## src/rtl/usbf_ep_rx_buf_pkg.sv

```systemverilog
// Shared configuration for the endpoint RX buffer: field widths, max packet
// size and buffer FSM state encoding.
// Ports: none (package).
package usbf_ep_rx_buf_pkg;

  localparam int USB_MAX_PKT_SIZE       = 64;
  localparam int USB_EP0_STS_RX_COUNT_W = $clog2(USB_MAX_PKT_SIZE) + 1;
  localparam int USB_EP0_DATA_DATA_W    = 8;

  typedef enum logic [1:0] {
    ST_IDLE  = 2'd0,
    ST_RECV  = 2'd1,
    ST_READY = 2'd2
  } rx_state_e;

endpackage

```

## src/rtl/usbf_sp_ram.sv

```systemverilog
// Purpose: DEPTH x DW single-write-port RAM with a registered, clearable read port.
// Latency: read data appears the cycle after re_i; rclr_i zeroes the read register.
// Backpressure: none; one write and one read per cycle, contents are not reset.
// Ports: clk_i/rstn_i clock and sync active-low reset (read register only);
//        we_i/waddr_i/wdata_i write port; re_i/raddr_i read; rclr_i zero read reg;
//        rdata_o registered read data.
module usbf_sp_ram #(
  parameter int DEPTH = 64,
  parameter int DW    = 8,
  parameter int AW    = $clog2(DEPTH)
) (
  input  logic          clk_i,
  input  logic          rstn_i,
  input  logic          we_i,
  input  logic [AW-1:0] waddr_i,
  input  logic [DW-1:0] wdata_i,
  input  logic          re_i,
  input  logic          rclr_i,
  input  logic [AW-1:0] raddr_i,
  output logic [DW-1:0] rdata_o
);

  logic [DW-1:0] mem_q [DEPTH];
  logic [DW-1:0] rdata_q;

  always_ff @(posedge clk_i) begin
    if (we_i) begin
      mem_q[waddr_i] <= wdata_i;
    end
  end

  // Clear has priority over a read so a zero can be presented as "no more data".
  always_ff @(posedge clk_i) begin
    if (!rstn_i || rclr_i) begin
      rdata_q <= '0;
    end else if (re_i) begin
      rdata_q <= mem_q[raddr_i];
    end
  end

  assign rdata_o = rdata_q;

endmodule

```

## src/rtl/usbf_ep_rx_buf.sv

```systemverilog
// Purpose: per-endpoint RX packet buffer (PHY clock domain) with host status/read side.
// Latency: status one cycle after pkt_end_i; rd_data_o one cycle after rd_req_i.
// Backpressure: rx_busy_o high while a packet is held, engine NAKs OUT; SETUP preempts.
// Ports: pkt_* / wr_* from the protocol engine; rd_req_i, rx_accept_i, rx_flush_i
//        synchronized host pulses; rd_data_o and rx_* status levels toward hclk side.
module usbf_ep_rx_buf
  import usbf_ep_rx_buf_pkg::*;
#(
  parameter int DEPTH = USB_MAX_PKT_SIZE,
  parameter int CNT_W = $clog2(DEPTH) + 1
) (
  input  logic             phy_clk_i,
  input  logic             rstn_i,
  input  logic             pkt_start_i,
  input  logic             pkt_setup_i,
  input  logic             wr_valid_i,
  input  logic [7:0]       wr_data_i,
  input  logic             pkt_end_i,
  input  logic             pkt_crc_err_i,
  input  logic             rd_req_i,
  input  logic             rx_accept_i,
  input  logic             rx_flush_i,
  output logic [7:0]       rd_data_o,
  output logic             rx_busy_o,
  output logic             rx_ready_o,
  output logic             rx_setup_o,
  output logic             rx_err_o,
  output logic [CNT_W-1:0] rx_count_o,
  output logic             rx_ready_intr_o
);

  localparam int              AW      = $clog2(DEPTH);
  localparam logic [CNT_W-1:0] DEPTH_C = CNT_W'(DEPTH);
  localparam logic [CNT_W-1:0] ONE_C   = CNT_W'(1);

  rx_state_e        state_q, state_d;
  logic [CNT_W-1:0] wr_ptr_q, wr_ptr_d;
  logic [CNT_W-1:0] rd_ptr_q, rd_ptr_d;
  logic [CNT_W-1:0] count_q, count_d;
  logic             setup_lat_q, setup_lat_d;
  logic             ovf_q, ovf_d;
  logic             ready_q, ready_d;
  logic             setup_q, setup_d;
  logic             err_q, err_d;
  logic             busy_q, busy_d;
  logic             intr_q, intr_d;

  logic             ram_we, ram_re, ram_clr;
  logic             ovf_hit;

  always_ff @(posedge phy_clk_i) begin
    if (!rstn_i) begin
      state_q     <= ST_IDLE;
      wr_ptr_q    <= '0;
      rd_ptr_q    <= '0;
      count_q     <= '0;
      setup_lat_q <= 1'b0;
      ovf_q       <= 1'b0;
      ready_q     <= 1'b0;
      setup_q     <= 1'b0;
      err_q       <= 1'b0;
      busy_q      <= 1'b0;
      intr_q      <= 1'b0;
    end else begin
      state_q     <= state_d;
      wr_ptr_q    <= wr_ptr_d;
      rd_ptr_q    <= rd_ptr_d;
      count_q     <= count_d;
      setup_lat_q <= setup_lat_d;
      ovf_q       <= ovf_d;
      ready_q     <= ready_d;
      setup_q     <= setup_d;
      err_q       <= err_d;
      busy_q      <= busy_d;
      intr_q      <= intr_d;
    end
  end

  always_comb begin
    state_d     = state_q;
    wr_ptr_d    = wr_ptr_q;
    rd_ptr_d    = rd_ptr_q;
    count_d     = count_q;
    setup_lat_d = setup_lat_q;
    ovf_d       = ovf_q;
    ready_d     = ready_q;
    setup_d     = setup_q;
    err_d       = err_q;
    busy_d      = busy_q;
    intr_d      = 1'b0;
    ram_we      = 1'b0;
    ram_re      = 1'b0;
    ram_clr     = 1'b0;
    // Overflow seen so far, including a byte arriving this cycle into a full buffer.
    ovf_hit     = ovf_q | (wr_valid_i & (wr_ptr_q == DEPTH_C));

    if (rx_flush_i) begin
      state_d     = ST_IDLE;
      wr_ptr_d    = '0;
      rd_ptr_d    = '0;
      count_d     = '0;
      setup_lat_d = 1'b0;
      ovf_d       = 1'b0;
      ready_d     = 1'b0;
      setup_d     = 1'b0;
      err_d       = 1'b0;
      busy_d      = 1'b0;
      ram_clr     = 1'b1;
    end else begin
      unique case (state_q)
        ST_IDLE: begin
          if (pkt_start_i) begin
            state_d     = ST_RECV;
            wr_ptr_d    = '0;
            setup_lat_d = pkt_setup_i;
            ovf_d       = 1'b0;
          end
        end

        ST_RECV: begin
          if (pkt_start_i) begin
            // A new token restarts capture; the partial packet is abandoned.
            wr_ptr_d    = '0;
            setup_lat_d = pkt_setup_i;
            ovf_d       = 1'b0;
          end else begin
            if (wr_valid_i) begin
              if (wr_ptr_q < DEPTH_C) begin
                ram_we   = 1'b1;
                wr_ptr_d = wr_ptr_q + ONE_C;
              end else begin
                ovf_d = 1'b1;
              end
            end
            if (pkt_end_i) begin
              if (pkt_crc_err_i || ovf_hit) begin
                state_d = ST_IDLE;
                err_d   = 1'b1;
              end else begin
                state_d  = ST_READY;
                ready_d  = 1'b1;
                err_d    = 1'b0;
                count_d  = wr_ptr_d;
                setup_d  = setup_lat_q;
                rd_ptr_d = '0;
                busy_d   = 1'b1;
                intr_d   = 1'b1;
              end
            end
          end
        end

        ST_READY: begin
          if (rx_accept_i) begin
            state_d = ST_IDLE;
            ready_d = 1'b0;
            setup_d = 1'b0;
            count_d = '0;
            busy_d  = 1'b0;
          end else if (pkt_start_i && pkt_setup_i) begin
            // SETUP cannot be NAKed: drop the held packet and capture the new one.
            state_d     = ST_RECV;
            wr_ptr_d    = '0;
            setup_lat_d = 1'b1;
            ovf_d       = 1'b0;
            ready_d     = 1'b0;
            setup_d     = 1'b0;
            count_d     = '0;
            busy_d      = 1'b0;
          end else if (rd_req_i) begin
            if (rd_ptr_q < count_q) begin
              ram_re   = 1'b1;
              rd_ptr_d = rd_ptr_q + ONE_C;
            end else begin
              ram_clr = 1'b1;
            end
          end
        end

        default: begin
          state_d = ST_IDLE;
        end
      endcase
    end
  end

  usbf_sp_ram #(
    .DEPTH (DEPTH),
    .DW    (USB_EP0_DATA_DATA_W),
    .AW    (AW)
  ) u_ram (
    .clk_i   (phy_clk_i),
    .rstn_i  (rstn_i),
    .we_i    (ram_we),
    .waddr_i (wr_ptr_q[AW-1:0]),
    .wdata_i (wr_data_i),
    .re_i    (ram_re),
    .rclr_i  (ram_clr),
    .raddr_i (rd_ptr_q[AW-1:0]),
    .rdata_o (rd_data_o)
  );

  assign rx_busy_o       = busy_q;
  assign rx_ready_o      = ready_q;
  assign rx_setup_o      = setup_q;
  assign rx_err_o        = err_q;
  assign rx_count_o      = count_q;
  assign rx_ready_intr_o = intr_q;

endmodule

```

## config.mk

```make
export PLATFORM = sky130hd
export DESIGN_NAME = usbf_ep_rx_buf
export DESIGN_NICKNAME = d
export VERILOG_FILES = /design/src/rtl/usbf_ep_rx_buf_pkg.sv /design/src/rtl/usbf_sp_ram.sv /design/src/rtl/usbf_ep_rx_buf.sv
export SDC_FILE = /design/constraint.sdc
export NUM_CORES = 1
export LEC_CHECK = 0
export ABC_CLOCK_PERIOD_IN_PS = 3800
export CAP_MARGIN = 40
export CORE_AREA = 8 8 209 211
export CTS_BUF_LIST = sky130_fd_sc_hd__clkbuf_16
export DETAILED_ROUTE_END_ITERATION = 8
export DIE_AREA = 0 0 217 219
export PLACE_DENSITY_LB_ADDON = 0.08
export SYNTH_ARGS = -nofsm -noshare
export SYNTH_HDL_FRONTEND = slang
export SYNTH_SLANG_ARGS = --single-unit
```

## constraint.sdc

```tcl
create_clock -name phy_clk_i -period 3.8 [get_ports phy_clk_i]
set_input_delay 0.76 -clock phy_clk_i [delete_from_list [all_inputs] [get_ports phy_clk_i]]
set_output_delay 0.76 -clock phy_clk_i [all_outputs]
set_load 0.005 [all_outputs]
```

---- Word-level counts from Yosys, hierarchy flattened ----
Memories as Yosys holds them, arrays and structs flattened. A register that Yosys moved wholly into a read port is not among the register bits.
Cells that the tools add are included.
word-level totals
  RAM bits ................................ 512
  memories kept ........................... 1
  input port bits ......................... 18
  output and inout bits ................... 20
  register bits ........................... 29
  word-level logic and storage cells ...... 123
memory list
  memory       depth  width  read ports  clocked after Yosys merged registers in  wr ports  RTL line           RTL
  u_ram.mem_q  64     8      1           1                                        1         usbf_sp_ram.sv:23  logic [DW-1:0] mem_q [DEPTH];
cells by class
  reductions and logical operators ........ 18
  add/subtract/negate cells ............... 2
  bitwise operators ....................... 6
  order comparisons ....................... 2
  muxes and demuxes ....................... 68
  equality and inequality tests ........... 16
operators with widths
  operator               number
  $mux W7                17
  $mux W1                37
  $pmux W7 S2            2
  $pmux W7 S3            1
  $ne A2 B2 Y1 const B   9
  $add A7 B1 Y7 const B  2
  $mux W2                6
  $reduce_and A4 Y1      3
  $ne A3 B3 Y1 const B   3
  $reduce_and A8 Y1      1
  $eq A7 B7 Y1 const B   1
  $lt A7 B7 Y1           1
  $lt A7 B7 Y1 const B   1
  $pmux W1 S2            3
  $pmux W2 S3            1
  $reduce_and A6 Y1      1
  $reduce_and A5 Y1      1
  $reduce_or A5 Y1       1
  $not A1 Y1             4
  $reduce_bool A2 Y1     2
  $reduce_or A2 Y1       2
  $pmux W1 S3            1
  $reduce_and A3 Y1      1
  $reduce_bool A3 Y1     1
  9 further kinds        10

---- Logic depth before layout (Yosys ltp) ----
  depth after elaboration ................. 8
  gate-level depth with buffers ........... 11
  gate-level depth less buffers ........... 8

---- By module ----
Synthesis repeated with hierarchy kept, for this count alone.
unflattened totals
  cell total of the unflattened synthesis .. 1105
  area, all modules ....................... 21612.0 µm²
modules (own cells, without submodules)
  module          seq. area each (µm²)  times used  area an instance (µm²)  cells an instance
  usbf_sp_ram     15534.9               1           20001.7                 903
  usbf_ep_rx_buf  580.6                 1           1610.3                  202

---- Worst setup path before layout ----
Ideal clock, no wire load.
  path type ............................... input-to-reg
  start ................................... in pkt_start_i
  end ..................................... mem u_ram.mem_q[40][0], enable pin
  buffers on the path ..................... 0
  slack ................................... 0.757 ns
  stages .................................. 5
  required time ........................... 3.405 ns
  library setup time ...................... 0.395 ns
  data arrival time ....................... 2.648 ns
  path through ............................ inv_1 > nand3_1 > nor3_1 > nand4b_1 > nor4_1
on the way
  longest elaborated chain between the ends .. 5
ends and longest elaborated chain
  item                           RTL line               RTL
  start: declaration             usbf_ep_rx_buf.sv:14   input logic pkt_start_i,
  $mux W1                        usbf_ep_rx_buf.sv:121  if (pkt_start_i) begin
  $mux W1                        usbf_ep_rx_buf.sv:110  unique case (state_q)
  $mux W1                        usbf_ep_rx_buf.sv:97   if (rx_flush_i) begin
  $mux W1                        usbf_sp_ram.sv:27      if (we_i) begin
  $mux W1 (implied by the code)  usbf_sp_ram.sv:28      mem_q[waddr_i] <= wdata_i;
  end: declaration               usbf_sp_ram.sv:23
No other way between the ends.

---- Worst setup path in the final report ----
  start ................................... reg rd_ptr_q[0]
  end ..................................... reg u_ram.rdata_q[5] (netlist: u_ram.rdata_o[5]) (read register of u_ram.mem_q)
on the way
  longest elaborated chain between the ends .. 8
  elaborated cells on any way between the ends .. 14
  classes of those cells .................. 1 x order compare; 12 x mux; 1 x reduce/logical
ends and longest elaborated chain
  item                      RTL line               RTL
  start: declaration        usbf_ep_rx_buf.sv:38   logic [CNT_W-1:0] rd_ptr_q, rd_ptr_d;
  start signal: assignment  usbf_ep_rx_buf.sv:67   rd_ptr_q <= rd_ptr_d;
  $lt A7 B7 Y1              usbf_ep_rx_buf.sv:171  if (rd_ptr_q < count_q) begin
  $mux W1                   usbf_ep_rx_buf.sv:171
  $mux W1                   usbf_ep_rx_buf.sv:170  end else if (rd_req_i) begin
  $mux W1                   usbf_ep_rx_buf.sv:160  end else if (pkt_start_i && pkt_setup_i) begin
  $mux W1                   usbf_ep_rx_buf.sv:154  if (rx_accept_i) begin
  $mux W1                   usbf_ep_rx_buf.sv:110
  $mux W1                   usbf_ep_rx_buf.sv:97
  $logic_or A1 B1 Y1        usbf_sp_ram.sv:34      if (!rstn_i || rclr_i) begin
  end: declaration          usbf_sp_ram.sv:24      logic [DW-1:0] rdata_q;
Parallel ways exist; a longest one is shown, timed or not.
A chain may end at the register's enable or synchronous reset.

==> results.cfg <==
[worst_setup_path]
cp_top_family = compound AO/OA/AOI/OAI gates
start_kind = flip-flop
cp_slowest_cell = dfxtp_4
path_cells = buf_4, mux4_2, mux2_2, a21oi_1, o21ai_0, a211oi_1, a211oi_1
arrival_ns = 3.55
r2r-start = rd_ptr_q[0]
crit_type = reg2reg
rr_endpoint = u_ram.rdata_o[5]
required_ns = 4.25
cp_num_buf_inv = 1
slowest_delay_ns = 0.77
r2r_slack_ns = 0.70
cp-end-kind = flip-flop
worstPathMaxFanout = 30
reg2regPathDepth = 7
crit_top_cell = a211oi_1

[floorplanning]
start_util = 0.543
die_area_mm2 = 0.0475
coreArea_mm2 = 0.0404
placementRows = 74
die_h_um = 219
io_pins = 38
die_w_um = 217

[drt]
detail-route-antenna-nets = 0
routedWlPerCell_um = 28.6
drt-total-wl_mm = 56.2
drt_pass1_iterations = 5
vias_per_cell = 6.21
drt_iter0_drc = 1269
drc = 0
vias = 12200

[placed_design]
place_hpwl_mm = 36.0
finalWeightedCongestion = 0.880
dp.cells = 1867
dpl-instance-area_mm2 = 0.0235
port_buffers = 37
pre_cts_slack_ns = 0.508

[pwr]
switching_share = 0.196
vdd_drop_max_mv = 0.423
power_density_mw_per_mm2 = 474
power_mw = 12.0
seqPwrFrac = 0.552
switchingPower_mw = 2.35
p_leak_nw = 7.81
power_frac_comb = 0.018
intPower_mw = 9.61
power_frac_clock = 0.430

[yosys]
synth.most_common_cell = edfxtp_1
ys_top_cells_by_area = edfxtp_1 (70%), mux4_2 (7.3%), mux2i_1 (5.5%)
synth_fa_ha_area_frac = 0.00514
synth-simple-area-share = 0.0517
synthFlopType = edfxtp_1
ys_warn_count = 0
synthDistinctLibCells = 58
async_flop_share = 0
yosysTopAreaCellShare = 0.702
synth-compound-area-share = 0.0531
syn_area_mm2 = 0.0219
synth_top_cell_by_area = edfxtp_1
ys_seq_area_frac = 0.735
synth.area.mux_share = 0.133
synth_edf_count = 512
synthXorXnorAreaFrac = 0.00240
syn_avg_cell_area_um2 = 17.4
synth_top_family_by_area = multiplexers
yosys-top-cells-count = edfxtp_1 (512), mux2i_1 (120), nor2_1 (110)
yosys_register_bits = 549
syn_inst = 1257
syn_nets = 1284

[sta]
fmax_ghz = 0.323
finalCritPeriodShare = 0.815
hold_ws_ns = 0.429
min_period_ns = 3.10
fin_setup_tns_ns = 0
setup_ws_ns = 0.704
setup_viol = 0
clock_skew_ns = 0.0105
slew_violations = 0
tightest_slew_ns = 0.853
max_slew_margin = 0.431
rsz0062_at_grt = no
finalHoldViolCount = 0

[layout]
final_area_mm2 = 0.0252
nets = 1418
utilization = 0.625
multi_input_area_mm2 = 0.00538
nFillCells = 2981
area_delta_synth_final_pct = 15.1
n_antenna_cell = 0
drive_above_1_share = 0.201
stdcell_count = 1968
regArea_mm2 = 0.0161

[cts]
clk-insertion-delay-late_ns = 0.59
hold_buffers = 0
clk_pin_slew_ns = 0.06
cts_sinks = 549
cts_htree_levels = 2
cts_post_setup_buffers_inserted = 0
cts_max_path_buffers = 3
cts-root-buf = clkbuf_16
cts_tree = built
cts_made_buffers = 54
ctsResizeCount = 0

[grt]
grt_pass1_wl_mm = 82.5
grt_pass1_vias = 12200
grtUsageTotal = 0.238
grt_max_degree = 65
grt_antenna_before_repair = 0
grt_overflow = 0

[worst_hold_path]
holdCritPathClass = in2reg
min_from = wr_data_i[1]
holdPathStages = 1
holdPathEnd = u_ram.mem_q[54][1]

[outcome]
outcome = completed

[job]
drv_cap = 0
## routing by layer
metal	part of all wire	GRT usage	up-vias	wire [um]
met2	0.47	0.374	572	26400
met4	0.030	0.0827	0	1670
li1	-	-	5319	-
met1	0.42	0.333	6257	23500
met3	0.083	0.0427	83	4680
met5	0	0	-	0
## registers in the layout (all words and copies together) (netlist names)
signal / flops
rx_setup_o: 1
rx_ready_intr_o: 1
state_q: 2
setup_lat_q: 1
u_ram.rdata_o: 8
rd_ptr_q: 7
rx_err_o: 1
wr_ptr_q: 7
u_ram.mem_q: 512
rx_busy_o: 1
rx_count_o: 7
ovf_q: 1
## final cells by class
class,instances,area share
clock buffer,57,0.0566
clock inverter,44,0.0116
inverter,16,0.00238
multi-input combinational,621,0.213
sequential,549,0.640
tap,532,0.0264
timing repair buffer,149,0.0500
## cells by family after synthesis
kind of cell | after synthesis
mux | 201
xor+xnor | 6
buf+inv | 87
fa+ha+maj | 9
compound gates | 163
simple gates | 242
flops | 549
## cells in the final DEF, fill, tap and decap left out, types with 33 or more instances in the layout
master     netlist  final
nand3_1         36     36
nor2_1         110    110
edfxtp_1       512    512
mux2i_1        120    120
buf_4           15    106
mux4_2          71     71
clkbuf_16        0     57
nand2_1         33     33
a21oi_1         33     33
dfxtp_1         37     34
a22oi_1         34     34
## power groups by stage
stage                     clock network [mW]  registers, mW  logic, mW
after floorplan                            0           6.73     0.0609
after global placement                     0           6.73      0.209
after detailed placement                   0           6.73      0.212
after CTS                               5.22           6.61      0.212
after global routing                    5.44           6.60      0.225
final                                   5.14           6.61      0.210
## how the worst max path moves through the flow
stage                     start            endpoint  slack [ns]  cells after the start
floorplan           pkt_start_i  u_ram.mem_q[40][0]        0.76                      5
global placement     wr_valid_i  u_ram.mem_q[31][3]        0.54                      5
detailed placement   wr_valid_i  u_ram.mem_q[31][0]        0.51                      5
CTS                 rd_ptr_q[0]    u_ram.rdata_o[5]        0.67                      7
global route        rd_ptr_q[0]    u_ram.rdata_o[5]        0.54                      7
finish              rd_ptr_q[0]    u_ram.rdata_o[5]        0.70                      7
Note: power is estimated with default switching activity, not from simulation.
